===== config.mk =====
export PLATFORM = sky130hd
export DESIGN_NAME = uart_tx_fifo
export DESIGN_NICKNAME = d
export VERILOG_FILES = /design/src/rtl/uart_pkg.sv /design/src/rtl/uart_fifo.sv /design/src/rtl/uart_tx_fifo.sv
export SDC_FILE = /design/constraint.sdc
export NUM_CORES = 1
export LEC_CHECK = 0
export BUFFER_PORTS_ARGS = -buffer_cell sky130_fd_sc_hd__buf_2
export CAP_MARGIN = 0
export CELL_PAD_IN_SITES_DETAIL_PLACEMENT = 0
export CELL_PAD_IN_SITES_GLOBAL_PLACEMENT = 1
export CORE_AREA = 2 2 160 162
export CTS_BUF_LIST = sky130_fd_sc_hd__clkbuf_2 sky130_fd_sc_hd__clkbuf_4 sky130_fd_sc_hd__clkbuf_8
export CTS_CLUSTER_DIAMETER = 50
export DETAILED_ROUTE_END_ITERATION = 8
export DIE_AREA = 0 0 162 164
export PLACE_DENSITY = 0.5
export SYNTH_ARGS = -nofsm -noshare
export SYNTH_HDL_FRONTEND = slang
export SYNTH_SLANG_ARGS = --single-unit

===== constraint.sdc =====
create_clock -name clk -period 4.25 [get_ports clk]
set_clock_uncertainty 0.2 [all_clocks]
set_input_delay 1.275 -clock clk [delete_from_list [all_inputs] [get_ports clk]]
set_output_delay 1.275 -clock clk [all_outputs]
set_load 0.02 [all_outputs]

===== src/rtl/uart_pkg.sv =====
// -----------------------------------------------------------------------------
// uart_pkg
// Shared definitions for the UART transmit path:
//   - tx_state_e   : transmitter FSM state encoding (IDLE/START/DATA/STOP)
//   - DATA_BITS    : data bits per frame (8N1)
//   - STOP_BITS    : stop bits per frame (8N1)
//   - FRAME_BITS   : total bit periods per frame (start + data + stop)
//   - calc_divisor : clocks per bit period from clock frequency and baud rate
// -----------------------------------------------------------------------------
package uart_pkg;

  typedef enum logic [1:0] {
    ST_IDLE  = 2'd0,
    ST_START = 2'd1,
    ST_DATA  = 2'd2,
    ST_STOP  = 2'd3
  } tx_state_e;

  localparam int DATA_BITS  = 8;
  localparam int STOP_BITS  = 1;
  localparam int FRAME_BITS = 1 + DATA_BITS + STOP_BITS;

  // sysclk_100k is the clock frequency in units of 100 kHz; the result is
  // truncated, so the actual baud rate is slightly above the requested one.
  function automatic int calc_divisor(input int sysclk_100k, input int baud_rate);
    return (sysclk_100k * 100000) / baud_rate;
  endfunction

endpackage


===== src/rtl/uart_fifo.sv =====
// -----------------------------------------------------------------------------
// uart_fifo
// Single-clock synchronous FIFO holding 2**depth_log2 entries.
//
// Ports:
//   clk    in   clock
//   reset  in   synchronous active-high reset; empties the FIFO
//   push   in   write strobe; accepted only when full=0
//   din    in   write data
//   pop    in   read strobe; honoured only when empty=0
//   dout   out  head entry (valid while empty=0), read combinationally
//   full   out  registered, high when count == depth
//   empty  out  registered, high when count == 0
//   count  out  registered occupancy, depth_log2+1 bits
//
// A push while full is dropped even if a pop happens in the same cycle, so
// full is a plain registered flag with no same-cycle pop bypass.
// -----------------------------------------------------------------------------
module uart_fifo #(
  parameter int depth_log2 = 4,
  parameter int width      = 8
) (
  input  logic                  clk,
  input  logic                  reset,
  input  logic                  push,
  input  logic [width-1:0]      din,
  input  logic                  pop,
  output logic [width-1:0]      dout,
  output logic                  full,
  output logic                  empty,
  output logic [depth_log2:0]   count
);

  localparam int DEPTH = 1 << depth_log2;
  localparam logic [depth_log2:0] FULL_COUNT = {1'b1, {depth_log2{1'b0}}};

  logic [width-1:0]      mem_q [DEPTH];
  logic [depth_log2-1:0] wr_ptr_q, wr_ptr_d;
  logic [depth_log2-1:0] rd_ptr_q, rd_ptr_d;
  logic [depth_log2:0]   count_q, count_d;
  logic                  full_q, full_d;
  logic                  empty_q, empty_d;
  logic                  do_push;
  logic                  do_pop;

  always_comb begin
    do_push  = push & ~full_q;
    do_pop   = pop & ~empty_q;
    wr_ptr_d = wr_ptr_q;
    rd_ptr_d = rd_ptr_q;
    count_d  = count_q;
    if (do_push) wr_ptr_d = wr_ptr_q + {{(depth_log2-1){1'b0}}, 1'b1};
    if (do_pop)  rd_ptr_d = rd_ptr_q + {{(depth_log2-1){1'b0}}, 1'b1};
    case ({do_push, do_pop})
      2'b10:   count_d = count_q + {{depth_log2{1'b0}}, 1'b1};
      2'b01:   count_d = count_q - {{depth_log2{1'b0}}, 1'b1};
      default: count_d = count_q;
    endcase
    // Flags follow the post-update occupancy so they are valid the cycle
    // after the push/pop that changed it.
    full_d  = (count_d == FULL_COUNT);
    empty_d = (count_d == '0);
  end

  always_ff @(posedge clk) begin
    if (reset) begin
      wr_ptr_q <= '0;
      rd_ptr_q <= '0;
      count_q  <= '0;
      full_q   <= 1'b0;
      empty_q  <= 1'b1;
    end else begin
      wr_ptr_q <= wr_ptr_d;
      rd_ptr_q <= rd_ptr_d;
      count_q  <= count_d;
      full_q   <= full_d;
      empty_q  <= empty_d;
    end
  end

  // Storage carries no reset; pointers define which entries are live.
  always_ff @(posedge clk) begin
    if (!reset && do_push) mem_q[wr_ptr_q] <= din;
  end

  assign dout  = mem_q[rd_ptr_q];
  assign full  = full_q;
  assign empty = empty_q;
  assign count = count_q;

endmodule


===== src/rtl/uart_tx_fifo.sv =====
// -----------------------------------------------------------------------------
// uart_tx_fifo
// Buffered 8N1 UART transmitter: bytes written via req/d are queued in a
// FIFO and shifted out LSB first on txd.
//
// Parameters:
//   sysclk_frequency  clk frequency in units of 100 kHz
//   baud              serial bit rate in bits/s
//   fifo_depth_log2   FIFO depth = 2**fifo_depth_log2 bytes
//
// Ports:
//   clk       in   system clock (single domain)
//   reset     in   synchronous active-high reset; aborts any frame
//   d         in   byte to enqueue
//   req       in   single-cycle write strobe for d
//   full      out  FIFO holds fifo_depth bytes (registered)
//   empty     out  FIFO holds 0 bytes (registered)
//   busy      out  FIFO non-empty or frame in progress (registered)
//   overflow  out  sticky; set when a write is dropped because full=1
//   txd       out  serial line, idle high (registered)
//
// Write handshake: req is a one-cycle strobe with no back-pressure; a byte
// is stored when req=1 and full=0 at a clock edge, otherwise it is dropped
// and overflow latches high until reset. req is ignored while reset=1.
//
// Timing: txd is registered from the current FSM state, so the line lags
// the state by one clock. The FSM pops in IDLE one clock after empty falls,
// giving txd=0 two edges after the write edge.
// -----------------------------------------------------------------------------
module uart_tx_fifo
  import uart_pkg::*;
#(
  parameter int sysclk_frequency = 1250,
  parameter int baud             = 115200,
  parameter int fifo_depth_log2  = 4
) (
  input  logic       clk,
  input  logic       reset,
  input  logic [7:0] d,
  input  logic       req,
  output logic       full,
  output logic       empty,
  output logic       busy,
  output logic       overflow,
  output logic       txd
);

  localparam int DIVISOR = calc_divisor(sysclk_frequency, baud);
  localparam int CNT_W   = (DIVISOR > 2) ? $clog2(DIVISOR) : 1;
  localparam logic [CNT_W-1:0] RELOAD   = CNT_W'(DIVISOR - 1);
  localparam logic [2:0]       LAST_BIT = 3'(DATA_BITS - 1);

  logic [7:0]               fifo_dout;
  logic                     fifo_full;
  logic                     fifo_empty;
  logic [fifo_depth_log2:0] fifo_count;
  logic                     pop;
  logic                     accept;
  logic                     queue_nonempty_next;

  tx_state_e        state_q, state_d;
  logic [CNT_W-1:0] baud_cnt_q, baud_cnt_d;
  logic [2:0]       bit_cnt_q, bit_cnt_d;
  logic [7:0]       shift_q, shift_d;
  logic             txd_q, txd_d;
  logic             busy_q, busy_d;
  logic             overflow_q, overflow_d;
  logic             bit_done;

  uart_fifo #(
    .depth_log2 (fifo_depth_log2),
    .width      (8)
  ) u_fifo (
    .clk   (clk),
    .reset (reset),
    .push  (req),
    .din   (d),
    .pop   (pop),
    .dout  (fifo_dout),
    .full  (fifo_full),
    .empty (fifo_empty),
    .count (fifo_count)
  );

  always_comb begin
    state_d    = state_q;
    baud_cnt_d = baud_cnt_q;
    bit_cnt_d  = bit_cnt_q;
    shift_d    = shift_q;
    pop        = 1'b0;
    bit_done   = (baud_cnt_q == '0);

    case (state_q)
      ST_IDLE: begin
        if (!fifo_empty) begin
          pop        = 1'b1;
          shift_d    = fifo_dout;
          baud_cnt_d = RELOAD;
          state_d    = ST_START;
        end
      end
      ST_START: begin
        if (bit_done) begin
          baud_cnt_d = RELOAD;
          bit_cnt_d  = 3'd0;
          state_d    = ST_DATA;
        end else begin
          baud_cnt_d = baud_cnt_q - CNT_W'(1);
        end
      end
      ST_DATA: begin
        if (bit_done) begin
          baud_cnt_d = RELOAD;
          // Terminate on an explicit compare with the last index, not on
          // the 3-bit counter wrapping back to zero.
          if (bit_cnt_q == LAST_BIT) begin
            state_d = ST_STOP;
          end else begin
            bit_cnt_d = bit_cnt_q + 3'd1;
            shift_d   = {1'b0, shift_q[7:1]};
          end
        end else begin
          baud_cnt_d = baud_cnt_q - CNT_W'(1);
        end
      end
      ST_STOP: begin
        if (bit_done) begin
          state_d = ST_IDLE;
        end else begin
          baud_cnt_d = baud_cnt_q - CNT_W'(1);
        end
      end
      default: state_d = ST_IDLE;
    endcase

    case (state_q)
      ST_START: txd_d = 1'b0;
      ST_DATA:  txd_d = shift_q[0];
      default:  txd_d = 1'b1;
    endcase

    // Post-update FIFO occupancy, mirrored here so busy lands in the same
    // cycle as the FIFO's own registered flags.
    accept              = req & ~fifo_full;
    queue_nonempty_next = accept ||
                          (fifo_count > {{fifo_depth_log2{1'b0}}, pop});

    // state_q keeps busy high through the final STOP cycle, whose txd is
    // still being driven out one clock later.
    busy_d = queue_nonempty_next || (state_d != ST_IDLE) || (state_q != ST_IDLE);

    overflow_d = overflow_q | (req & fifo_full);
  end

  always_ff @(posedge clk) begin
    if (reset) begin
      state_q    <= ST_IDLE;
      baud_cnt_q <= '0;
      bit_cnt_q  <= '0;
      shift_q    <= '0;
      txd_q      <= 1'b1;
      busy_q     <= 1'b0;
      overflow_q <= 1'b0;
    end else begin
      state_q    <= state_d;
      baud_cnt_q <= baud_cnt_d;
      bit_cnt_q  <= bit_cnt_d;
      shift_q    <= shift_d;
      txd_q      <= txd_d;
      busy_q     <= busy_d;
      overflow_q <= overflow_d;
    end
  end

  assign full     = fifo_full;
  assign empty    = fifo_empty;
  assign busy     = busy_q;
  assign overflow = overflow_q;
  assign txd      = txd_q;

endmodule

==> summary.md <==
| Metric | Value |
|---|---|
| DIE AREA | `roughly 27000 sq um` |
| Synth Area per Inst | `14.93 sq um` |
| Maximum clock rate | `roughly 320 MHz` |
| Die Ht | `around 160 microns` |
| Row cnt | `58` |
| Crit path top cell by count | `ha_1` |
| Largest net degree at the start of global routing | `30` |
| TritonCTS buffer count | `17` |
| Share of the synthesized area in the top cell type | `52.32%` |
| Via count | `4201` |
| Fin crit share | `72.99%` |
| Sw Ratio | `35.04%` |
| Worst-Margin Slew | `around 0.93 ns` |
| Clock latency on the worst-skew pair | `roughly 0.47 ns` |
| P per Cell Area | `578.1 nW/um^2` |
| Vias/cell | `~4.9` |
| Yosys reg bits | `174` |
| Crit path arrival time | `3.28 ns` |
| Internal power | `3.130 mW` |
| Total GRT Usage | `12.89%` |
| Area leader, netlist | `edfxtp_1` |
| Core Area | `24820 sq um` |
| Final #Nets | `552` |
| I/O Buffers | `15` |
| Initial DRT Pass Iterations | `4` |
| Top delay family on crit path | `simple AND/OR/NAND/NOR gates` |
| Leak | `2.734 nW` |
| Pins Over Slew Limit | `0` |
| Synth area leaders | `edfxtp_1, dfxtp_1, mux4_2, nor2_1, ha_1` |
| Relative slew margins | `37.97%` |
| Worst Setup Slack, final | `1.148 ns` |
| Setup TNS | `0 ns` |
| Critical path buffer and inverter count | `2` |
| Mapped cell area | `7347 sq um` |
| Post-placement setup slack | `around 0.7 ns` |
| Starting density of the core | `between 20 and 30%` |
| CTS resizes | `0` |
| Syn nets | `521` |
| Antenna violations before repair | `0` |
| Clk buf depth | `2` |
| Syn-to-layout area delta | `13.44%` |
| Fill cells | `2420` |
| Synth Instances | `492` |
| Critical path class | `in -> reg` |
| DR WL/cell | `18.59 microns` |
| Initial DRC count | `between 200 and 250` |
| Min cycle time layout | `around 3.1 ns` |
| Max_cap viols | `0` |
| Worst path cell trace | `buf_2 -> nor2b_1 -> inv_1 -> ha_1 -> xor2_1 -> ha_1 -> a21oi_1 -> mux2i_1 -> xnor2_1 -> nor3_1 -> nor3b_1` |
| Switching power | `about 1.7 mW` |
| Synth Warn # | `0` |
| CTS tree | `yes` |
| H-tree Lvls | `4` |
| Clock sink count | `174` |
| CP peak stage delay | `between 0.2 and 0.3 ns` |
| Number of global-route vias before repair | `4346` |
| Yosys cell types | `61` |
| Antenna Nets Post-Route | `0` |
| Remaining DRCs | `0` |
| Slowest CP cell | `ha_1` |
| Gp weighted congestion | `0.7168` |
| Logic pwr share | `roughly 30%` |
| ANT cells | `0` |
| Final Hold Vio Count | `0` |
| Critical Path RT | `4.43 ns` |
| Ports | `16` |
| Clock root cell | `clkbuf_8` |
| Die Wd | `roughly 160 microns` |
| Seq pwr share | `between 40 and 50%` |
| CP max FO | `8` |
| Crit end category | `register` |
| Clock-pin slew on the worst setup and hold paths | `0.10 ns` |
| Detailed Place HPWL | `10.55 mm` |
| Post-synth EDFFs | `around 130` |
| Final setup violation count | `0` |
| Routed WL | `16.10 mm` |
| Synth async-reset ratio | `0%` |
| Post-CTS setup buffers | `0` |
| Sequential area share after synthesis | `around two thirds` |
| Overflow after GRT | `0` |
| Layout cells sized above 1 | `21.83%` |
| Clock Power Share | `25.6%` |
| # hold bufs at CTS | `0` |
| Peak supply drop | `around 0.0002 V` |
| Critical path launch point type | `primary input` |
| RSZ-0062 raised after global routing | `false` |
| Global-route wire length before repair | `roughly 25 mm` |
| Most used flip-flop cell after synthesis | `edfxtp_1` |
| Tightest Hold Check Type | `reg -> reg` |
| Run status | `complete, no violations` |
cells in the final DEF (no fill, tap or decap), types with 3 or more instances in the layout:
cell,count
mux4_2,32
nor4_1,3
nor3_1,11
inv_1,14
xnor2_1,6
nor2b_1,9
mux2i_1,6
ha_1,18
dfxtp_1,44
nor2_1,62
buf_2,15
o21ai_0,4
a211oi_1,9
xor2_1,6
nand2_1,15
nand4_1,5
clkbuf_8,17
edfxtp_1,128
a22oi_1,16
a31oi_1,4
buf_4,20
a21oi_1,21
a21o_1,3
or3_1,3
clkinv_8,6
inv_8,5
registers in the layout, indices dropped and copies added (netlist names), named ones only:
register,flops
state_q,2
u_fifo.mem_q,128
bit_cnt_q,3
busy,1
u_fifo.empty,1
u_fifo.rd_ptr_q,4
txd,1
shift_q,8
baud_cnt_q,11
u_fifo.full,1
u_fifo.wr_ptr_q,4
u_fifo.count,5
overflow,1
per-layer routing:
metal	global-route usage [%]	vias to the layer above	part of all wire, %
li1	-	1971	-
met1	17.41	2160	48
met2	21.14	57	47
met3	2.626	13	4.0
met4	3.620	0	1.0
met5	0	-	0
synthesized netlist by cell type, types with 9 or more instances:
master	number
edfxtp_1	128
nor2_1	62
dfxtp_1	46
mux4_2	32
a21oi_1	21
ha_1	18
a22oi_1	16
nand2_1	15
clkbuf_1	14
inv_1	14
nor3_1	11
a211oi_1	9
nor2b_1	9
through the flow:
| stage | cell area, sq um | total power, mW | utilization, % | hold slack [ns] | instances |
|---|---|---|---|---|---|
| floorplan | 7347 | 3.274 | - | 0.2356 | 492 |
| global placement | 7894 | 3.618 | 31.81 | 0.2437 | 834 |
| global route | 8334 | 5.122 | 33.58 | 0.2894 | 866 |
| finish | 8334 | 4.818 | 33.58 | 0.2690 | 866 |
| CTS | 8334 | 4.891 | 33.58 | 0.2691 | 866 |
| detailed placement | 7894 | 3.641 | 31.81 | 0.2519 | 834 |
final timing paths:
check,slack [ns],cells after the start,endpoint,startpoint
hold reg to reg,0.27,2,bit_cnt_q[2],bit_cnt_q[2]
hold / removal,0.27,2,bit_cnt_q[2],bit_cnt_q[2]
setup / recovery,1.15,11,u_fifo.full,req
setup reg to reg,1.19,12,u_fifo.full,state_q[1]
final cells by class:
cell class	instances	area, sq um	share of cell area [%]
timing repair buffer	35	225.2	2.702
sequential	174	4767	57.20
clock inverter	15	206.4	2.477
clock buffer	17	234.0	2.807
multi-input combinational	281	2436	29.23
inverter	14	52.55	0.6305
tap	330	412.9	4.954
worst reg2reg max path, cell delays in order (launching register included):
cell	delay (ns)
dfxtp_1	0.42
inv_1	0.11
ha_1	0.24
nor2b_1	0.15
buf_4	0.19
ha_1	0.28
xor2_1	0.19
ha_1	0.24
a21oi_1	0.15
mux2i_1	0.26
xnor2_1	0.10
nor3_1	0.26
nor3b_1	0.20
power groups by stage:
stage | logic, mW | clock network (mW) | registers, mW
CTS | 1.45 | 1.28 | 2.16
floorplan | 1.17 | 0 | 2.10
global route | 1.60 | 1.33 | 2.19
global placement | 1.42 | 0 | 2.20
detailed placement | 1.44 | 0 | 2.20
finish | 1.43 | 1.23 | 2.16
cells by family after synthesis:
group                      share of synthesized area (%)
DFF                                                64.85
and+or+nand+nor                                    9.537
AOI/OAI and AO/OA                                  8.498
muxes                                              10.63
buffers and inverters                              1.993
adders and majority gates                          3.065
xor gates and xnor gates                           1.431
Power figures use the tool's default switching activity.
